`config.mk`:
```
export PLATFORM = sky130hd
export DESIGN_NAME = pe_ref_scan_ctrl
export DESIGN_NICKNAME = d
export VERILOG_FILES = /design/src/rtl/me_pkg.sv /design/src/rtl/pe_cb_loader.sv /design/src/rtl/pe_ref_scan_ctrl.sv
export SDC_FILE = /design/constraint.sdc
export NUM_CORES = 1
export LEC_CHECK = 0
export ABC_CLOCK_PERIOD_IN_PS = 2100
export CORE_UTILIZATION = 31
export CTS_CLUSTER_SIZE = 40
export DETAILED_ROUTE_END_ITERATION = 10
export GPL_TIMING_DRIVEN = 0
export PLACE_DENSITY = 0.61
export SLEW_MARGIN = 40
export SYNTH_ARGS = -nofsm -noshare
export SYNTH_HDL_FRONTEND = slang
export SYNTH_SLANG_ARGS = --single-unit
```
`constraint.sdc`:
```
create_clock -name clk -period 2.1 [get_ports clk]
set_input_delay 0.42 -clock clk [delete_from_list [all_inputs] [get_ports clk]]
set_output_delay 0.42 -clock clk [all_outputs]
set_load 0.02 [all_outputs]
```
`src/rtl/me_pkg.sv`:
```
// Shared definitions for the motion-estimation PE sequencer: reference shift codes,
// search-state encoding and the serpentine shift-code helper.
package me_pkg;

  localparam int CB_SEL_W = 3;

  localparam logic [1:0] REF_UP1 = 2'b00;
  localparam logic [1:0] REF_UP8 = 2'b01;
  localparam logic [1:0] REF_DN1 = 2'b10;
  localparam logic [1:0] REF_DN8 = 2'b11;

  typedef enum logic [1:0] {
    S_IDLE,
    S_FILL,
    S_SCAN,
    S_DONE
  } srch_state_e;

  // Even columns walk down the window (DN1), odd columns walk back up (UP1);
  // the last row of any column hops one column over (UP8).
  function automatic logic [1:0] serp_code(input logic odd_col, input logic col_end);
    if (col_end) return REF_UP8;
    return odd_col ? REF_UP1 : REF_DN1;
  endfunction

endpackage

```
`src/rtl/pe_cb_loader.sv`:
```
// Current-block loader: counts pixel handshakes into the active ping-pong bank,
// marks the bank full after CB_PIX pixels and flips to the other bank.
module pe_cb_loader #(
  parameter int CB_PIX = 64
) (
  input  logic       clk,
  input  logic       rst_n,
  input  logic       pix_valid,
  input  logic       full_clr,
  input  logic       clr_bank,
  input  logic       abort,
  output logic       pix_ready,
  output logic       pix_take,
  output logic [1:0] full,
  output logic       load_bank
);

  localparam int CW = (CB_PIX > 1) ? $clog2(CB_PIX) : 1;
  localparam logic [CW-1:0] CNT_LAST = CW'(CB_PIX - 1);

  logic [CW-1:0] cnt_q, cnt_d;
  logic [1:0]    full_q, full_d;
  logic          load_bank_q, load_bank_d;

  assign pix_ready = !full_q[load_bank_q];
  assign pix_take  = pix_valid & pix_ready;
  assign full      = full_q;
  assign load_bank = load_bank_q;

  always_comb begin
    cnt_d       = cnt_q;
    full_d      = full_q;
    load_bank_d = load_bank_q;
    if (pix_take) begin
      if (cnt_q == CNT_LAST) begin
        full_d[load_bank_q] = 1'b1;
        load_bank_d         = ~load_bank_q;
        cnt_d               = '0;
      end else begin
        cnt_d = cnt_q + CW'(1);
      end
    end
    // The search only ever releases the bank it owns, never the one being loaded.
    if (full_clr) full_d[clr_bank] = 1'b0;
    if (abort) begin
      cnt_d       = '0;
      full_d      = '0;
      load_bank_d = 1'b0;
    end
  end

  always_ff @(posedge clk or negedge rst_n) begin
    if (!rst_n) begin
      cnt_q       <= '0;
      full_q      <= '0;
      load_bank_q <= 1'b0;
    end else begin
      cnt_q       <= cnt_d;
      full_q      <= full_d;
      load_bank_q <= load_bank_d;
    end
  end

endmodule

```
`src/rtl/pe_ref_scan_ctrl.sv`:
```
// PE-array sequencer: ping-pong CB loading plus reference preload and serpentine scan.
// Optional feature macro ME_ABORT_EN adds an 'abort' input that cancels a search.
module pe_ref_scan_ctrl
  import me_pkg::*;
#(
  parameter int CB_PIX = 64,
  parameter int ROWS   = 16,
  parameter int COLS   = 16,
  parameter int FILL   = 8
) (
  input  logic                    clk,
  input  logic                    rst_n,
  input  logic                    cb_pix_valid,
`ifdef ME_ABORT_EN
  input  logic                    abort,
`endif
  output logic                    cb_pix_ready,
  output logic                    in_curr_enable,
  output logic [CB_SEL_W-1:0]     CB_select,
  output logic                    change_curr,
  output logic [CB_SEL_W-1:0]     abs_Control,
  output logic                    change_ref,
  output logic [1:0]              ref_input_Control,
  output logic                    cand_valid,
  output logic [$clog2(COLS)-1:0] cand_x,
  output logic [$clog2(ROWS)-1:0] cand_y,
  output logic                    srch_busy,
  output logic                    srch_done
);

  localparam int XW = $clog2(COLS);
  localparam int YW = $clog2(ROWS);
  localparam int FW = (FILL > 1) ? $clog2(FILL) : 1;
  localparam logic [XW-1:0] X_LAST = XW'(COLS - 1);
  localparam logic [YW-1:0] Y_LAST = YW'(ROWS - 1);
  localparam logic [FW-1:0] F_LAST = FW'(FILL - 1);

  srch_state_e   state_q, state_d;
  logic [FW-1:0] fill_cnt_q, fill_cnt_d;
  logic          cmp_bank_q, cmp_bank_d;
  logic          change_curr_q, change_curr_d;
  logic          change_ref_q, change_ref_d;
  logic [1:0]    ref_code_q, ref_code_d;
  logic          cand_valid_q, cand_valid_d;
  logic [XW-1:0] cand_x_q, cand_x_d;
  logic [YW-1:0] cand_y_q, cand_y_d;
  logic          busy_q, busy_d;
  logic          done_q, done_d;

  logic          abort_i;
  logic [1:0]    full;
  logic          load_bank;
  logic          pix_take;
  logic [XW-1:0] nxt_x;
  logic [YW-1:0] nxt_y;
  logic          nxt_end, nxt_last, cur_end, cur_last;

`ifdef ME_ABORT_EN
  assign abort_i = abort;
`else
  assign abort_i = 1'b0;
`endif

  pe_cb_loader #(.CB_PIX(CB_PIX)) u_loader (
    .clk       (clk),
    .rst_n     (rst_n),
    .pix_valid (cb_pix_valid),
    .full_clr  (state_q == S_DONE),
    .clr_bank  (cmp_bank_q),
    .abort     (abort_i),
    .pix_ready (cb_pix_ready),
    .pix_take  (pix_take),
    .full      (full),
    .load_bank (load_bank)
  );

  // Next serpentine position; outside SCAN the next position is the origin.
  always_comb begin
    nxt_x = cand_x_q;
    nxt_y = cand_y_q;
    if (state_q != S_SCAN) begin
      nxt_x = '0;
      nxt_y = '0;
    end else if (!cand_x_q[0]) begin
      if (cand_y_q == Y_LAST) nxt_x = cand_x_q + XW'(1);
      else                    nxt_y = cand_y_q + YW'(1);
    end else begin
      if (cand_y_q == '0) nxt_x = cand_x_q + XW'(1);
      else                nxt_y = cand_y_q - YW'(1);
    end
    nxt_end  = nxt_x[0] ? (nxt_y == '0) : (nxt_y == Y_LAST);
    nxt_last = nxt_end && (nxt_x == X_LAST);
    cur_end  = cand_x_q[0] ? (cand_y_q == '0) : (cand_y_q == Y_LAST);
    cur_last = cur_end && (cand_x_q == X_LAST);
  end

  always_comb begin
    state_d       = state_q;
    fill_cnt_d    = fill_cnt_q;
    cmp_bank_d    = cmp_bank_q;
    change_curr_d = 1'b0;
    change_ref_d  = 1'b0;
    ref_code_d    = REF_UP1;
    cand_valid_d  = 1'b0;
    cand_x_d      = '0;
    cand_y_d      = '0;
    busy_d        = 1'b0;
    done_d        = 1'b0;
    case (state_q)
      S_IDLE: begin
        if (full[cmp_bank_q]) begin
          state_d       = S_FILL;
          fill_cnt_d    = '0;
          change_curr_d = 1'b1;
          change_ref_d  = 1'b1;
          ref_code_d    = REF_DN8;
          busy_d        = 1'b1;
        end
      end
      S_FILL: begin
        busy_d = 1'b1;
        if (fill_cnt_q == F_LAST) begin
          state_d      = S_SCAN;
          cand_valid_d = 1'b1;
          cand_x_d     = nxt_x;
          cand_y_d     = nxt_y;
          change_ref_d = !nxt_last;
          ref_code_d   = nxt_last ? REF_UP1 : serp_code(nxt_x[0], nxt_end);
        end else begin
          fill_cnt_d   = fill_cnt_q + FW'(1);
          change_ref_d = 1'b1;
          ref_code_d   = REF_DN8;
        end
      end
      S_SCAN: begin
        if (cur_last) begin
          state_d = S_DONE;
          done_d  = 1'b1;
        end else begin
          busy_d       = 1'b1;
          cand_valid_d = 1'b1;
          cand_x_d     = nxt_x;
          cand_y_d     = nxt_y;
          change_ref_d = !nxt_last;
          ref_code_d   = nxt_last ? REF_UP1 : serp_code(nxt_x[0], nxt_end);
        end
      end
      S_DONE: begin
        state_d    = S_IDLE;
        cmp_bank_d = ~cmp_bank_q;
      end
      default: state_d = S_IDLE;
    endcase
    if (abort_i) begin
      state_d       = S_IDLE;
      fill_cnt_d    = '0;
      cmp_bank_d    = 1'b0;
      change_curr_d = 1'b0;
      change_ref_d  = 1'b0;
      ref_code_d    = REF_UP1;
      cand_valid_d  = 1'b0;
      cand_x_d      = '0;
      cand_y_d      = '0;
      busy_d        = 1'b0;
      done_d        = 1'b0;
    end
  end

  always_ff @(posedge clk or negedge rst_n) begin
    if (!rst_n) begin
      state_q       <= S_IDLE;
      fill_cnt_q    <= '0;
      cmp_bank_q    <= 1'b0;
      change_curr_q <= 1'b0;
      change_ref_q  <= 1'b0;
      ref_code_q    <= REF_UP1;
      cand_valid_q  <= 1'b0;
      cand_x_q      <= '0;
      cand_y_q      <= '0;
      busy_q        <= 1'b0;
      done_q        <= 1'b0;
    end else begin
      state_q       <= state_d;
      fill_cnt_q    <= fill_cnt_d;
      cmp_bank_q    <= cmp_bank_d;
      change_curr_q <= change_curr_d;
      change_ref_q  <= change_ref_d;
      ref_code_q    <= ref_code_d;
      cand_valid_q  <= cand_valid_d;
      cand_x_q      <= cand_x_d;
      cand_y_q      <= cand_y_d;
      busy_q        <= busy_d;
      done_q        <= done_d;
    end
  end

  assign in_curr_enable    = pix_take;
  assign CB_select         = {{(CB_SEL_W-1){1'b0}}, load_bank};
  assign abs_Control       = {{(CB_SEL_W-1){1'b0}}, cmp_bank_q};
  assign change_curr       = change_curr_q;
  assign change_ref        = change_ref_q;
  assign ref_input_Control = ref_code_q;
  assign cand_valid        = cand_valid_q;
  assign cand_x            = cand_x_q;
  assign cand_y            = cand_y_q;
  assign srch_busy         = busy_q;
  assign srch_done         = done_q;

endmodule

```
## Yosys cells after proc, flatten, opt, wreduce, memory -nomap -nowiden

Index checks and enable logic that the tools add are counted.

| word-level totals | value |
|---|---|
| bits in registers | 30 |
| logic and storage cells | 117 |
| memory bits (read-only) | 0 |
| bits in latches | 0 |
| memories kept | 0 |
| input bits | 3 |
| RAM bits | 0 |
| output and inout bits | 23 |

| operators by class | value |
|---|---|
| $mul | 0 |
| reduce and logical (&&, ||, !) cells | 13 |
| eq/ne operators | 14 |
| multiplexer cells | 61 |
| div/mod/pow operators | 0 |
| bitwise operators | 6 |
| shift operators | 0 |
| add/subtract/negate cells | 5 |
| magnitude comparators | 4 |

Operators by type and width:

| kind | count |
|---|---|
| two-way mux 4 bit | 12 |
| two-way mux 2 bit | 15 |
| two-way mux 1 bit | 21 |
| equality test 4 bit, second input constant | 4 |
| one-hot mux 4 bit (2 select lines) | 2 |
| != test 2 bit, second input constant | 5 |
| adder 4 x 1 -> 4 bit, second input constant | 2 |
| logical NOT 4 bit | 2 |
| one-hot mux 2 bit (4 select lines) | 1 |
| adder 6 x 1 -> 6 bit, second input constant | 1 |
| equality test 6 bit, second input constant | 1 |
| two-way mux 3 bit | 2 |
| two-way mux 6 bit | 1 |
| one-hot mux 1 bit (3 select lines) | 2 |
| one-hot mux 2 bit (3 select lines) | 1 |
| one-hot mux 3 bit (2 select lines) | 1 |
| AND reduction 3 bit | 2 |
| equality test 2 bit, second input constant | 2 |
| logical AND 1 bit | 4 |
| < comparator 1 x 2 -> 1 bit, second input constant | 2 |
| subtractor 4 x 1 -> 4 bit, second input constant | 1 |
| adder 3 x 1 -> 3 bit, second input constant | 1 |
| equality test 3 bit, second input constant | 1 |
| bitwise AND 2 bit | 1 |
| 12 further kinds | 16 |

## Depth between registers and ports, before layout

Gate-level depths: netlist of the first run.

| logic depth | value |
|---|---|
| depth after elaboration | 13 |
| mapped depth | 8 |
| gate-level depth less buffers | 7 |

## Modules after synthesis

From an unflattened synthesis of the first run, not the netlist that was laid out.

| unflattened totals | value |
|---|---|
| cell total of the unflattened synthesis | 194 |
| area total of the unflattened synthesis | 1841.8 µm² |

Modules (own cells, without submodules):

| module | cells an instance | area each (µm²) | instances | seq. area each (µm²) |
|---|---|---|---|---|
| pe_ref_scan_ctrl | 139 | 1328.8 | 1 | 525.5 |
| pe_cb_loader | 55 | 513.0 | 1 | 225.2 |

## Worst setup path before layout of the first run

No wires, ideal clock.

| path | value |
|---|---|
| path kind | flip-flop to flip-flop |
| start point | register cand_y_q[0], in the netlist cand_y[0] |
| end point | register change_ref_q, in the netlist change_ref |
| period minus slack after synthesis | 2.200 ns |
| data required time | 1.956 ns |
| buffers on the path | 0 |
| arrival | 2.056 ns |
| stages on the path, launching flop included | 8 |
| setup slack | -0.100 ns |
| setup time | 0.144 ns |
| cells stage by stage | dfrtp_1 > inv_1 > ha_1 > and4bb_4 > o21ai_1 > mux2_4 > o311ai_2 > o311ai_1 |

| between the ends | value |
|---|---|
| word-level cells in the longest chain between the ends | 10 |
| elaborated cells on any way between the ends | 23 |
| classes of those cells | 2 x add/sub; 3 x eq/ne; 13 x mux; 5 x reduce/logical |

Ends and longest elaborated chain:

| what | RTL line | RTL |
|---|---|---|
| from (decl) | pe_ref_scan_ctrl.sv:46 | `logic [YW-1:0] cand_y_q, cand_y_d;` |
| from (signal assigned) | pe_ref_scan_ctrl.sv:191 | `cand_y_q <= cand_y_d;` |
| adder 4 x 1 -> 4 bit, or another cell as far along | pe_ref_scan_ctrl.sv:86 | `else nxt_y = cand_y_q + YW'(1);` |
| two-way mux 4 bit, on equally long branches | pe_ref_scan_ctrl.sv:85, pe_ref_scan_ctrl.sv:88 |  |
| two-way mux 4 bit | pe_ref_scan_ctrl.sv:84 | `end else if (!cand_x_q[0]) begin` |
| two-way mux 4 bit | pe_ref_scan_ctrl.sv:81 | `if (state_q != S_SCAN) begin` |
| equality test 4 bit or logical NOT 4 bit (tied branches) | pe_ref_scan_ctrl.sv:91 | `nxt_end = nxt_x[0] ? (nxt_y == '0) : (nxt_y == Y_LAST);` |
| two-way mux 1 bit | pe_ref_scan_ctrl.sv:91 |  |
| logical AND 1 bit | pe_ref_scan_ctrl.sv:92 | `nxt_last = nxt_end && (nxt_x == X_LAST);` |
| logical NOT 1 bit | pe_ref_scan_ctrl.sv:127, pe_ref_scan_ctrl.sv:144 |  |
| two-way mux 1 bit, on equally long branches | pe_ref_scan_ctrl.sv:136, pe_ref_scan_ctrl.sv:122 |  |
| one-hot mux 1 bit (3 select lines) (*) | pe_ref_scan_ctrl.sv:109 | `case (state_q)` |
| net change_ref_d | pe_ref_scan_ctrl.sv:42 | `logic change_ref_q, change_ref_d;` |
| to (signal assigned) | pe_ref_scan_ctrl.sv:187 | `change_ref_q <= change_ref_d;` |
| to (decl) | pe_ref_scan_ctrl.sv:42 |  |

Mark *: on every way through the listed nets, which the timed path passes. The rest lies on a longest branch.
A chain may end at the register's enable or synchronous reset.

## Worst setup path after layout of the first run

| path | value |
|---|---|
| start point | register u_loader.load_bank_q, in the netlist u_loader.load_bank |
| end point | output port cb_pix_ready |

| between the ends | value |
|---|---|
| word-level cells in the longest chain between the ends | 3 |

Ends and longest elaborated chain:

| what | RTL line | RTL |
|---|---|---|
| from (decl) | pe_cb_loader.sv:23 | `logic load_bank_q, load_bank_d;` |
| from (signal assigned) | pe_cb_loader.sv:60 | `load_bank_q <= load_bank_d;` |
| two-way mux 1 bit (implied by the code) (2 in a row) | pe_cb_loader.sv:25 | `assign pix_ready = !full_q[load_bank_q];` |
| logical NOT 1 bit | pe_cb_loader.sv:25 |  |
| to (decl) | pe_ref_scan_ctrl.sv:17 | `output logic cb_pix_ready,` |

No other way between the ends. The select of a mux whose other input is x is not followed.

==> flow_summary.yaml, run 1 <==
cts:
  cts.clk_slew.worst_paths_ps: 70
  clk_latency_ps: 280
  postCtsHoldBufs: 0
  cts_tree: "done"
  cts_sinks: 30
  clockBufferDepth: 2
  htreeDepth: 2
  root_buffer: "clkbuf_8"
  numCtsBuffers: 5
global_route:
  antenna_found_initial: 0
  grt_max_degree: 31
  grt.total_usage_pct: 13.4
  grt_overflow: 0
  grt_pass1_vias: 1429
  grt_pass1_wl_um: 6400
logic_synthesis:
  yosysTopAreaCell: "dfrtp_1"
  ys_seq_area_share_pct: 41.7
  syn_area_per_cell_um2: 9.73
  ys_warn_count: 0
  synthArstFlopShare_pct: 100
  synthFlopType: "dfrtp_1"
  synthCells: 185
  ys_top_cells_by_count: "dfrtp_1 (30), nand2_1 (19), nor2_1 (16)"
  synth_edf_count: 0
  synth.distinct_cells: 50
  synth-seq-cells: 30
  syn-cell-area_um2: 1800
  synth.top_cell.area_share_pct: 41.7
  synth_area_leaders: "dfrtp_1 (42%), ha_1 (7.6%), nand2_1 (4.0%)"
  yosysMostFrequentCell: "dfrtp_1"
setup_path:
  rrSetupSlack_ps: 120
  crit_family: "buffers and inverters"
  critPathRequiredTime_ps: 1680
  crit-reg2reg-launch: "cand_y[0]"
  startpoint_type: "flip-flop"
  worstPathArrival_ps: 1640
  r2r-end: "change_ref"
  crit_chain: "mux2i_1 > clkdlybuf4s50_1"
  worstPathMaxFanout: 5
  worst_path_max_delay_cell: "clkdlybuf4s50_1"
  rr_worst_depth: 6
  slowest_delay_ps: 640
  criticalPathCategory: "reg2out"
  worst-path-buf-inv: 1
  endpoint_kind: "output pin"
power:
  leakage_nw: 0.978
  total_power_w: 0.00276
  p_clk_share_pct: 17.2
  p_sw_w: 0.00109
  combPwrFrac_pct: 50.3
  sequentialPowerShare_pct: 32.6
  intPower_w: 0.00167
  swShare_pct: 39.6
  p_per_area_nw_per_um2: 1210
  ir_drop_uv: 486
sta:
  setup_violations: 0
  fmax_mhz: 485
  final_hold_viol_count: 0
  drv_slew: 0
  skew_ps: 10.3
  maxSlewHeadroom_pct: 57.2
  rsz0062_at_grt: "true"
  period_minus_slack_ps: 2060
  fin_crit_sh_pct: 98.2
  worst_slew_pin_slew_ps: 642
place:
  io_buffers: 21
  dpl.hpwl_um: 2660
  place.gp.congestion: 0.815
  dp.cells: 281
routing:
  via_count: 1444
  drc_errors: 0
  wire_per_inst_um: 13.0
  antenna_left: 0
  dr.pass1.iters: 4
  drtIter0Drc: 91
  wirelength_um: 3780
  viasPerCell: 4.98
cells_and_area:
  diodes: 0
  drive_gt1_share_pct: 19.3
  fillCellCount: 549
  nets: 231
  final_cells: 290
  areaGrowthSynthToFinish_pct: 27.1
outcome:
  status: "completed"
die:
  initial_utilization_pct: 32.5
  std_cell_rows: 27
  ioPinCount: 26
  coreArea_um2: 5540
  die-width_um: 78.2
  die_area_um2: 6110
  dieHeight_um: 78.2
worst_hold_path:
  hp-class: "in2async"
flow_run:
  max_cap_viol_count: 0
[metal layers]
| metal | GRT usage (%) | part of all wire [%] | routed length [um] |
|---|---|---|---|
| met1 | 16.8 | 50 | 1890 |
| met2 | 21.1 | 46 | 1720 |
| met3 | 4.07 | 3.3 | 126 |
| met4 | 5.74 | 1.2 | 45 |
| met5 | 0 | 0 | 0 |
[sequential cells by signal (all words and copies together), names as in the netlist]
register	count
u_loader.cnt_q	6
srch_busy	1
change_ref	1
ref_input_Control	2
state_q	2
u_loader.full	2
cand_x	4
fill_cnt_q	3
u_loader.load_bank	1
cand_y	4
srch_done	1
cand_valid	1
cmp_bank_q	1
change_curr	1
[worst max path at each step]
stage	from	end	slack [ps]	cells after the start
finish	u_loader.load_bank	cb_pix_ready	40	2
global route	u_loader.load_bank	cb_pix_ready	-30	2
CTS	cand_y[1]	change_ref	5	7
detailed placement	cb_pix_valid	in_curr_enable	-200	4
global placement	cb_pix_valid	in_curr_enable	-210	4
floorplan	cand_y[0]	change_ref	6	7
[layout by cell type, fill, tap and decap left out, types with 3 or more instances in the layout]
master and instances:
mux2i_1 6, buf_2 3, clkdlybuf4s50_1 19, a21oi_1 8, xnor2_1 6, nand2_1 19
nor3_1 5, dfrtp_1 27, o21a_1 3, ha_1 9, nand3_1 5, dfrtp_2 3
clkbuf_8 6, a22o_1 6, nand3b_1 3, o211ai_1 3, inv_1 6, nor2_1 16
conb_1 4, o21ai_0 5, buf_4 9, nand2b_1 4
[what timing repair did]
item | in CTS | in global routing
pin swaps | 1 | 3
setup endpoints to repair | 9 | 10
buffers inserted | 1 | 1
gates resized for setup | 7 | 16
[metrics by stage]
stage / setup TNS [ps] / instance area [um2] / worst slack [ps] / utilization [%] / hold slack [ps]
after floorplan: 0 / 1810 / 6.25 / - / 124
after global placement: -1130 / 2110 / -208 / 38.1 / 491
after detailed placement: -960 / 2110 / -196 / 38.1 / 491
after CTS: 0 / 2230 / 5.40 / 40.3 / 188
after global routing: -85.0 / 2290 / -32.6 / 41.3 / 197
final: 0 / 2290 / 38.5 / 41.3 / 160
[power by group through the flow]
stage          clock network, W  logic, W  registers, W
2_1_floorplan                 0  0.000808      0.000955
3_3_place_gp                  0   0.00121      0.000908
3_5_place_dp                  0   0.00124      0.000910
4_1_cts                0.000488   0.00132      0.000894
5_1_grt                0.000523   0.00153      0.000927
6_report               0.000473   0.00139      0.000898
[layout make-up]
class	instances	area (um2)	share of cell area, %
buffer	10	67.6	2.95
clock buffer	7	86.3	3.77
clock inverter	1	5.00	0.219
inverter	9	36.3	1.59
multi-input combinational	138	1030	44.9
sequential	30	754	33.0
tap	72	90.1	3.94
timing repair buffer	23	221	9.68
[kinds of logic (layout without fill, tap and decap cells)]
kind of cell,count (synthesis),after routing,synth area share [%]
xor+xnor,8,8,3.89
simple gates,65,65,18.8
compound gates,42,42,17.1
mux,8,8,4.80
fa+ha+maj,11,11,7.65
other cells,1,4,0.208
buf+inv,20,50,5.84
flops,30,30,41.7
Note: power is estimated with default switching activity, not from simulation.
==> run 2: changes to the inputs <==
Settings changed: SKIP_CTS_REPAIR_TIMING from default to 1.
==> flow_summary.yaml, run 2 (same netlist as run 1, synthesis figures left out) <==
die:
  coreArea_um2: 5540
  std_cell_rows: 27
  ioPinCount: 26
  die_area_um2: 6110
  dieHeight_um: 78.2
  initial_utilization_pct: 32.5
  die-width_um: 78.2
routing:
  antenna_left: 0
  wire_per_inst_um: 13.1
  via_count: 1462
  dr.pass1.iters: 4
  viasPerCell: 5.02
  drtIter0Drc: 61
  wirelength_um: 3820
  drc_errors: 0
outcome:
  status: "completed"
setup_path:
  worst-path-buf-inv: 1
  crit_chain: "inv_4 > ha_4 > or3b_1 > a31oi_1 > nand2_1 > nor4_1 > o41ai_1"
  crit_family: "simple AND/OR/NAND/NOR gates"
  worstPathArrival_ps: 2250
  rr_worst_depth: 7
  cp_num_cells: 7
  worst_path_max_delay_cell: "dfrtp_2"
  endpoint_kind: "flip-flop"
  criticalPathCategory: "reg2reg"
  slowest_delay_ps: 480
  startpoint_type: "flip-flop"
  worstPathMaxFanout: 7
  critPathRequiredTime_ps: 2250
place:
  place_area_um2: 2110
  place_ws_ps: -196
  io_buffers: 21
  dpl.hpwl_um: 2660
  dp.cells: 281
  place.gp.congestion: 0.815
cells_and_area:
  diodes: 0
  largest_reg_flops: 6
  final_cells: 291
  drive_gt1_share_pct: 17.8
  mostFrequentLayoutCells: "dfrtp_1 (28), nand2_1 (19), clkdlybuf4s50_1 (18), nor2_1 (16), buf_4 (10)"
  nets: 232
  mostFrequentLayoutCell: "dfrtp_1"
  largest_register: "u_loader.cnt_q"
  fin_util_pct: 41.4
  areaGrowthSynthToFinish_pct: 27.4
  fin_area_um2: 2290
global_route:
  grt_pass1_wl_um: 6230
  grt_max_degree: 31
  antenna_found_initial: 0
  grt_pass1_vias: 1390
  grt.total_usage_pct: 13.0
  grt_overflow: 0
sta:
  fin_crit_sh_pct: 99.8
  whs_ps: 160
  final_hold_viol_count: 0
  period_minus_slack_ps: 2100
  setup_violations: 0
  drv_slew: 0
  rsz0062_at_grt: "true"
  worst_slew_pin_slew_ps: 640
  skew_ps: 7.33
  maxSlewHeadroom_pct: 57.3
  finalWorstSetupSlack_ps: 3.34
  fmax_mhz: 477
cts:
  root_buffer: "clkbuf_8"
  clockBufferDepth: 2
  htreeDepth: 2
  clk_latency_ps: 280
  numCtsBuffers: 5
  cts_tree: "done"
  cts.clk_slew.worst_paths_ps: 60
  cts_sinks: 30
worst_hold_path:
  hp-class: "in2async"
power:
  intPower_w: 0.00166
  p_clk_share_pct: 17.1
  sequentialPowerShare_pct: 33.0
  combPwrFrac_pct: 50.0
  p_sw_w: 0.00110
  ir_drop_uv: 485
  swShare_pct: 39.8
  leakage_nw: 0.988
  p_per_area_nw_per_um2: 1210
flow_run:
  max_cap_viol_count: 0
[run 2: worst paths after layout]
kind,from,to,slack (ps)
setup reg to reg,cand_y[0],ref_input_Control[1],3
min in group clk,u_loader.cnt_q[4],u_loader.cnt_q[4],510
hold / removal,rst_n,cand_valid,160
hold reg to reg,u_loader.cnt_q[4],u_loader.cnt_q[4],510
max in group asynchronous,rst_n,cand_y[1],1480
setup / recovery,cand_y[0],ref_input_Control[1],3
[run 2: layout make-up]
| type | count | area (um2) |
|---|---|---|
| Multi-Input combinational cell | 138 | 1030 |
| Timing Repair Buffer | 24 | 225 |
| Sequential cell | 30 | 753 |
| Clock buffer | 7 | 86.3 |
| Tap cell | 72 | 90.1 |
| Clock inverter | 1 | 5.00 |
| Fill cell | 552 | 3250 |
| Inverter | 9 | 36.3 |
| Buffer | 10 | 67.6 |
[run 2: stage by stage]
| step | power (W) | TNS [ps] |
|---|---|---|
| after CTS | 0.00263 | -1150 |
| after floorplan | 0.00176 | 0 |
| after detailed placement | 0.00215 | -960 |
| final | 0.00276 | 0 |
| after global routing | 0.00298 | -116 |
| after global placement | 0.00212 | -1130 |
[run 2: routing by layer]
layer	routed length (um)	GRT usage, %	up-vias
li1	-	-	723
met1	1820	16.5	692
met2	1800	20.7	41
met3	149	3.95	6
met4	44	4.81	0
met5	0	0	-
[run 2: power by group through the flow]
stage | Sequential [W] | Combinational [W] | Clock (W)
CTS | 0.000902 | 0.00125 | 0.000488
global placement | 0.000908 | 0.00121 | 0
global route | 0.000937 | 0.00151 | 0.000523
floorplan | 0.000955 | 0.000808 | 0
detailed placement | 0.000910 | 0.00124 | 0
finish | 0.000911 | 0.00138 | 0.000472
[run 2: worst reg2reg max path: cells and delay by family (launching register included)]
kind / cells / cell delay, ps
AND/OR/NAND/NOR: 3 / 830
flip-flops: 1 / 480
AO/OA/AOI/OAI: 2 / 390
adder cells (fa/ha/maj): 1 / 180
buffers and inverters: 1 / 110
==> edit 1, RTL diff (settings of run 1) <==
The option `ME_ABORT_EN` is turned on by a define.
--- a/src/rtl/pe_ref_scan_ctrl.sv
+++ b/src/rtl/pe_ref_scan_ctrl.sv
@@ -1,4 +1,6 @@
 // PE-array sequencer: ping-pong CB loading plus reference preload and serpentine scan.
 // Optional feature macro ME_ABORT_EN adds an 'abort' input that cancels a search.
+`define ME_ABORT_EN
+
 module pe_ref_scan_ctrl
   import me_pkg::*;
Interface: changed (added abort); port bits go from 26 to 27. No check against the original RTL was run, so the function may have changed too.
==> edit 1 against run 1 <==
- synthesized area is 4.9% higher
- via count up 5.8%
- wire length increased by 12%
- critical path depth is 5 higher
- clock skew is 0.0035 ns lower
- non-clock buffer count rose by 12
- sequential cell count did not move
- worst setup slack got worse by 0.016 ns
- cell area increased by 7.8%
- worst hold slack better by 0.0068 ns
Power is not compared: it rests on default switching activity, and its combinational part moved more than twofold at a synthesized area within 25%.
==> edit 1: results (changes against run 1) <==
The tightest slew margin relative to the limit was 55.9% (was 57.2%). The number of inserted filler cells in the final layout came out at 583 (was 549). The worst-path cell with the longest stage delay was sky130_fd_sc_hd__dfrtp_2 (was sky130_fd_sc_hd__clkdlybuf4s50_1). The fraction of synthesized area in multiplexers is 3.84% (was 4.80%). The setup skew after layout came out at 0.00680 ns (was 0.0103 ns). The cell count after synthesis came to 196 (was 185). The ratio of cells with drive above 1 in the final layout came out at 23.5% (was 19.3%).

Top cell types by occurrence after synthesis: sky130_fd_sc_hd__dfrtp_1, sky130_fd_sc_hd__nor2_1, sky130_fd_sc_hd__nand2_1 (was sky130_fd_sc_hd__dfrtp_1, sky130_fd_sc_hd__nand2_1, sky130_fd_sc_hd__nor2_1). The worst-path maximum fanout is 6 (was 5). The switching power of the nets came out at 0.000286 W. The data arrival time of the critical path is 2.27 ns (was 1.64 ns). The half-perimeter wire length of the detailed placement result is 2760 microns (was 2660 microns). The number of cells in the design after placement came out at 296 (was 281). The register-to-register path setup slack came out at 0.02 ns (was 0.12 ns). The logic depth of the worst register-to-register path came to 7 (was 6). The final cell utilization of the core is 41.9% (was 41.3%). The final net count came out at 251 (was 231). Cell types with the largest area share after synthesis: sky130_fd_sc_hd__dfrtp_1, sky130_fd_sc_hd__ha_1, sky130_fd_sc_hd__nor2_1 (was sky130_fd_sc_hd__dfrtp_1, sky130_fd_sc_hd__ha_1, sky130_fd_sc_hd__nand2_1).

The biggest cell delay along the critical path came out at 0.44 ns (was 0.64 ns). The highest clock frequency the design can meet came out at 0.481 GHz (was 0.485 GHz). The gate family responsible for the most delay along the worst path is simple AND/OR/NAND/NOR gates (was buffers and inverters).

The placement-stage worst setup slack is -0.167 ns (was -0.196 ns). The first-pass GRT wire length is 6900 microns (was 6400 microns). The number of global-route vias before repair came out at 1451 (was 1429).

The number of port buffers is 22 (was 21). Status: completed (unchanged). The routed wirelength normalized by instance count was 13.5 microns (was 13.0 microns).

The start point of the critical path is cand_y[1] (was u_loader.load_bank). The routed length on met3 is 134 microns (was 126 microns). The global-route total usage across every layer came out at 14.1% (was 13.4%). The share of the synthesized area in compound gates (AO/OA/AOI/OAI) came to 14.6% (was 17.1%). The DRC violation total after the first TritonRoute iteration is 96 (was 91). The endpoint of the most critical setup path is ref_input_Control[0] (was cb_pix_ready). The XOR/XNOR share of the synthesized area came out at 3.25% (was 3.89%).

The overall routed net length is 4220 microns (was 3780 microns). The cell area after placement was 0.00221 sq mm (was 0.00211 sq mm). The number of optimization iterations in the first detailed-route pass came out at 6 (was 4). The number of buffers on the longest clock path is 2 (unchanged).

The ratio of routed vias to standard cells came to 4.88 (was 4.98). The hold slack is 0.167 ns (was 0.160 ns). The part of the total power dissipated in combinational logic came out at 9.3%. The count of synthesis-stage warnings from yosys is 0 (unchanged). The routed metal-1 wirelength is 2110 microns (was 1890 microns). The routed wire length on met2 is 1860 microns (was 1720 microns).

The number of different library cells in the post-synthesis netlist came out at 58 (was 50). The sequential element share of the synthesized area is 39.8% (was 41.7%). The final weighted congestion of routability-driven global placement is 0.801 (was 0.815).
-- edit 1: cell types whose count changed after synthesis, moves of 4 or more --
cell / run 1 / this run
sky130_fd_sc_hd__a22o_1: 6 / 0
sky130_fd_sc_hd__nand2_1: 19 / 12
sky130_fd_sc_hd__nand2b_1: 4 / 8
sky130_fd_sc_hd__nor2b_1: 1 / 7
-- edit 1: layout make-up --
cell class / instances / area share (%)
sequential: 30 / 30.5
timing repair buffer: 31 / 11.3
multi-input combinational: 146 / 45.3
clock inverter: 1 / 0.203
clock buffer: 7 / 3.50
tap: 75 / 3.81
inverter: 9 / 1.67
buffer: 14 / 3.75
-- edit 1: metal layers --
| metal | global-route usage, % | vias up |
|---|---|---|
| met4 | 9.11 | 0 |
| li1 | - | 770 |
| met1 | 19.6 | 717 |
| met5 | 0 | - |
| met2 | 19.9 | 29 |
| met3 | 2.29 | 12 |
-- edit 1: timing repair --
item                       CTS  global route
pin swaps                    1             1
gates resized for setup     10            14
setup buffers                2             7
setup endpoints to repair   11             8
==> edit 2, RTL diff (flow settings as in run 1) <==
Without the edit above. Re-encode `srch_state_e` (4 states) as one-hot, 4 bits wide.
--- a/src/rtl/me_pkg.sv
+++ b/src/rtl/me_pkg.sv
@@ -10,9 +10,9 @@
   localparam logic [1:0] REF_DN8 = 2'b11;
 
-  typedef enum logic [1:0] {
-    S_IDLE,
-    S_FILL,
-    S_SCAN,
-    S_DONE
+  typedef enum logic [3:0] {
+    S_IDLE = 4'b0001,
+    S_FILL = 4'b0010,
+    S_SCAN = 4'b0100,
+    S_DONE = 4'b1000
   } srch_state_e;
 
Formal check against the unedited RTL: no difference found for any inputs over 10 cycles, from zero or initial values and one cycle with rst_n low; not proved beyond that.
==> edit 2 against run 1 <==
- wire length is 11% lower
- sequential cell count is 2 higher
- first-iteration DRC count is 24% lower
- worst setup slack better by 0.072 ns
- synthesized area is 5.9% lower
- cell area is 3.3% lower
- final cell count is 4.5% lower
- critical endpoint is now ref_input_Control[0]
- largest cell class unchanged
Power is not compared: it rests on default switching activity, and its combinational part moved more than twofold at a synthesized area within 25%.
==> edit 2: results (changes against run 1) <==
Status: completed (unchanged). The first-pass GRT wire length came to 5400 microns (was 6400 microns). The setup skew after layout came out at 0.00498 ns (was 0.0103 ns).

The overall routed net length came out at 3370 microns (was 3780 microns). The worst voltage drop across the vdd grid came out at 0.304 mV. The worst reg2reg path endpoint was ref_input_Control[0] (was change_ref).

The later-pin clock latency in the skew report came out at 0.28 ns (about the same). The number of vias in the routed layout came out at 1305 (was 1444). The sequential element share of the synthesized area is 47.4% (was 41.7%). The logic depth of the worst register-to-register path is 8 (was 6). The data arrival time of the critical path was 2.16 ns (was 1.64 ns). The number of buffers on the longest clock path is 2 (unchanged). The half-perimeter wire length of the detailed placement result came out at 2360 microns (was 2660 microns). The classification of the worst-slack hold path was in -> async (unchanged). The final net count came out at 215 (was 231). The number of inserted filler cells in the final layout is 502 (was 549).

The ratio of cells with drive above 1 in the final layout came out at 20.8% (was 19.3%). The hold slack was 0.0861 ns (was 0.160 ns). The count of synthesis-stage warnings from yosys came to 0 (unchanged). The number of optimization iterations in the first detailed-route pass came to 4 (unchanged). The global-route total usage across every layer is 12.8% (was 13.4%). The fraction of registers with async set or reset after synthesis is 100% (unchanged). The number of clock buffers inserted by TritonCTS came out at 5 (unchanged). The final weighted congestion of routability-driven global placement came out at 0.771 (was 0.815). The number of global-route vias before repair was 1174 (was 1429).

The pin count of the biggest net entering global routing came to 20 (was 31). The cell area after placement is 0.00201 sq mm (was 0.00211 sq mm). The register with the most flip-flops is u_loader.cnt_q (unchanged). The H-tree depth came to 2 (unchanged).

The beginning of the worst register-to-register path is cand_y[0] (unchanged). Cell types with the largest area share after synthesis: sky130_fd_sc_hd__dfrtp_1, sky130_fd_sc_hd__ha_1, sky130_fd_sc_hd__nor2_1 (was sky130_fd_sc_hd__dfrtp_1, sky130_fd_sc_hd__ha_1, sky130_fd_sc_hd__nand2_1). The number of different library cells in the post-synthesis netlist is 48 (was 50).

The leakage power summed over all cells is between 1 and 1.5 nW. The number of flip-flops in the largest register was 6 (unchanged). Top cell types by occurrence after synthesis: sky130_fd_sc_hd__dfrtp_1, sky130_fd_sc_hd__nor2_1, sky130_fd_sc_hd__nand2_1 (was sky130_fd_sc_hd__dfrtp_1, sky130_fd_sc_hd__nand2_1, sky130_fd_sc_hd__nor2_1). The area share of the leading cell type in the synthesized netlist came out at 45.8% (was 41.7%). The DRC violation total after the first TritonRoute iteration is 69 (was 91). The worst-path maximum fanout came out at 6 (was 5). The slew at the pin with the worst max-slew slack is 0.693 ns (was 0.642 ns).
==> edit 2: cells by family after synthesis <==
logic type / synth area share (%)
flops: 47.4
buf+inv: 5.91
other cells: 0.222
fa+ha+maj: 4.43
xor+xnor: 4.14
compound gates: 13.3
mux: 4.51
simple gates: 20.1
==> edit 2: metal layers <==
layer  GRT usage (%)  wire (microns)
met1            18.1            1660
met2            18.1            1540
met3            3.44             112
met4            5.97              60
met5               0               0
==> edit 2: power by group <==
part	internal, W	total (W)	switching (W)
logic	0.000119	0.000229	0.000110
clock network	0.000267	0.000481	0.000214
registers	0.000687	0.000756	0.0000687
total	0.00107	0.00147	0.000392
==> edit 2: worst max-delay path: stages (launching register included) <==
cell and delay, ns:
sky130_fd_sc_hd__dfrtp_2 0.44, sky130_fd_sc_hd__inv_1 0.10, sky130_fd_sc_hd__ha_4 0.17, sky130_fd_sc_hd__and4bb_2 0.31, sky130_fd_sc_hd__o21ai_0 0.13, sky130_fd_sc_hd__xor2_1 0.18, sky130_fd_sc_hd__nor4b_2 0.26, sky130_fd_sc_hd__o21a_1 0.15
sky130_fd_sc_hd__o21ba_1 0.14
==> edit 2: repair_timing <==
| action | CTS | global route |
|---|---|---|
| setup endpoints to repair | 4 | 4 |
| setup buffers | 1 | 4 |
| gates resized for setup | 6 | 13 |
| pin swaps | 0 | 2 |
==> edit 2: worst max-delay path by stage <==
stage | cells after the start | start | endpoint | slack [ns]
2_1_floorplan | 8 | cand_y[0] | ref_input_Control[0] | 0.006
3_3_place_gp | 4 | cb_pix_valid | in_curr_enable | -0.08
3_5_place_dp | 4 | cb_pix_valid | in_curr_enable | -0.08
4_1_cts | 8 | cand_y[1] | ref_input_Control[0] | 0.004
5_1_grt | 9 | cand_y[0] | ref_input_Control[0] | -0.005
6_report | 8 | cand_y[0] | ref_input_Control[0] | 0.11
==> edit 2: final cells by class <==
cell class / instances / area share (%)
Buffer: 11 / 3.51
Clock buffer: 8 / 4.07
Tap cell: 70 / 3.96
Inverter: 6 / 1.02
Timing Repair Buffer: 27 / 11.7
Sequential cell: 32 / 36.4
Multi-Input combinational cell: 123 / 39.4
==> edit 2: through the flow <==
stage          utilization [%]  setup TNS, ns  power [W]  setup WS, ns  cells
3_5_place_dp              38.9         -0.202    0.00100       -0.0794    264
3_3_place_gp              38.7          -1.52   0.000993       -0.0798    263
2_1_floorplan                -              0   0.000925       0.00563    172
6_report                  42.7              0    0.00147         0.111    277
5_1_grt                   42.7       -0.00457    0.00155      -0.00457    277
4_1_cts                   41.1              0    0.00148       0.00423    273
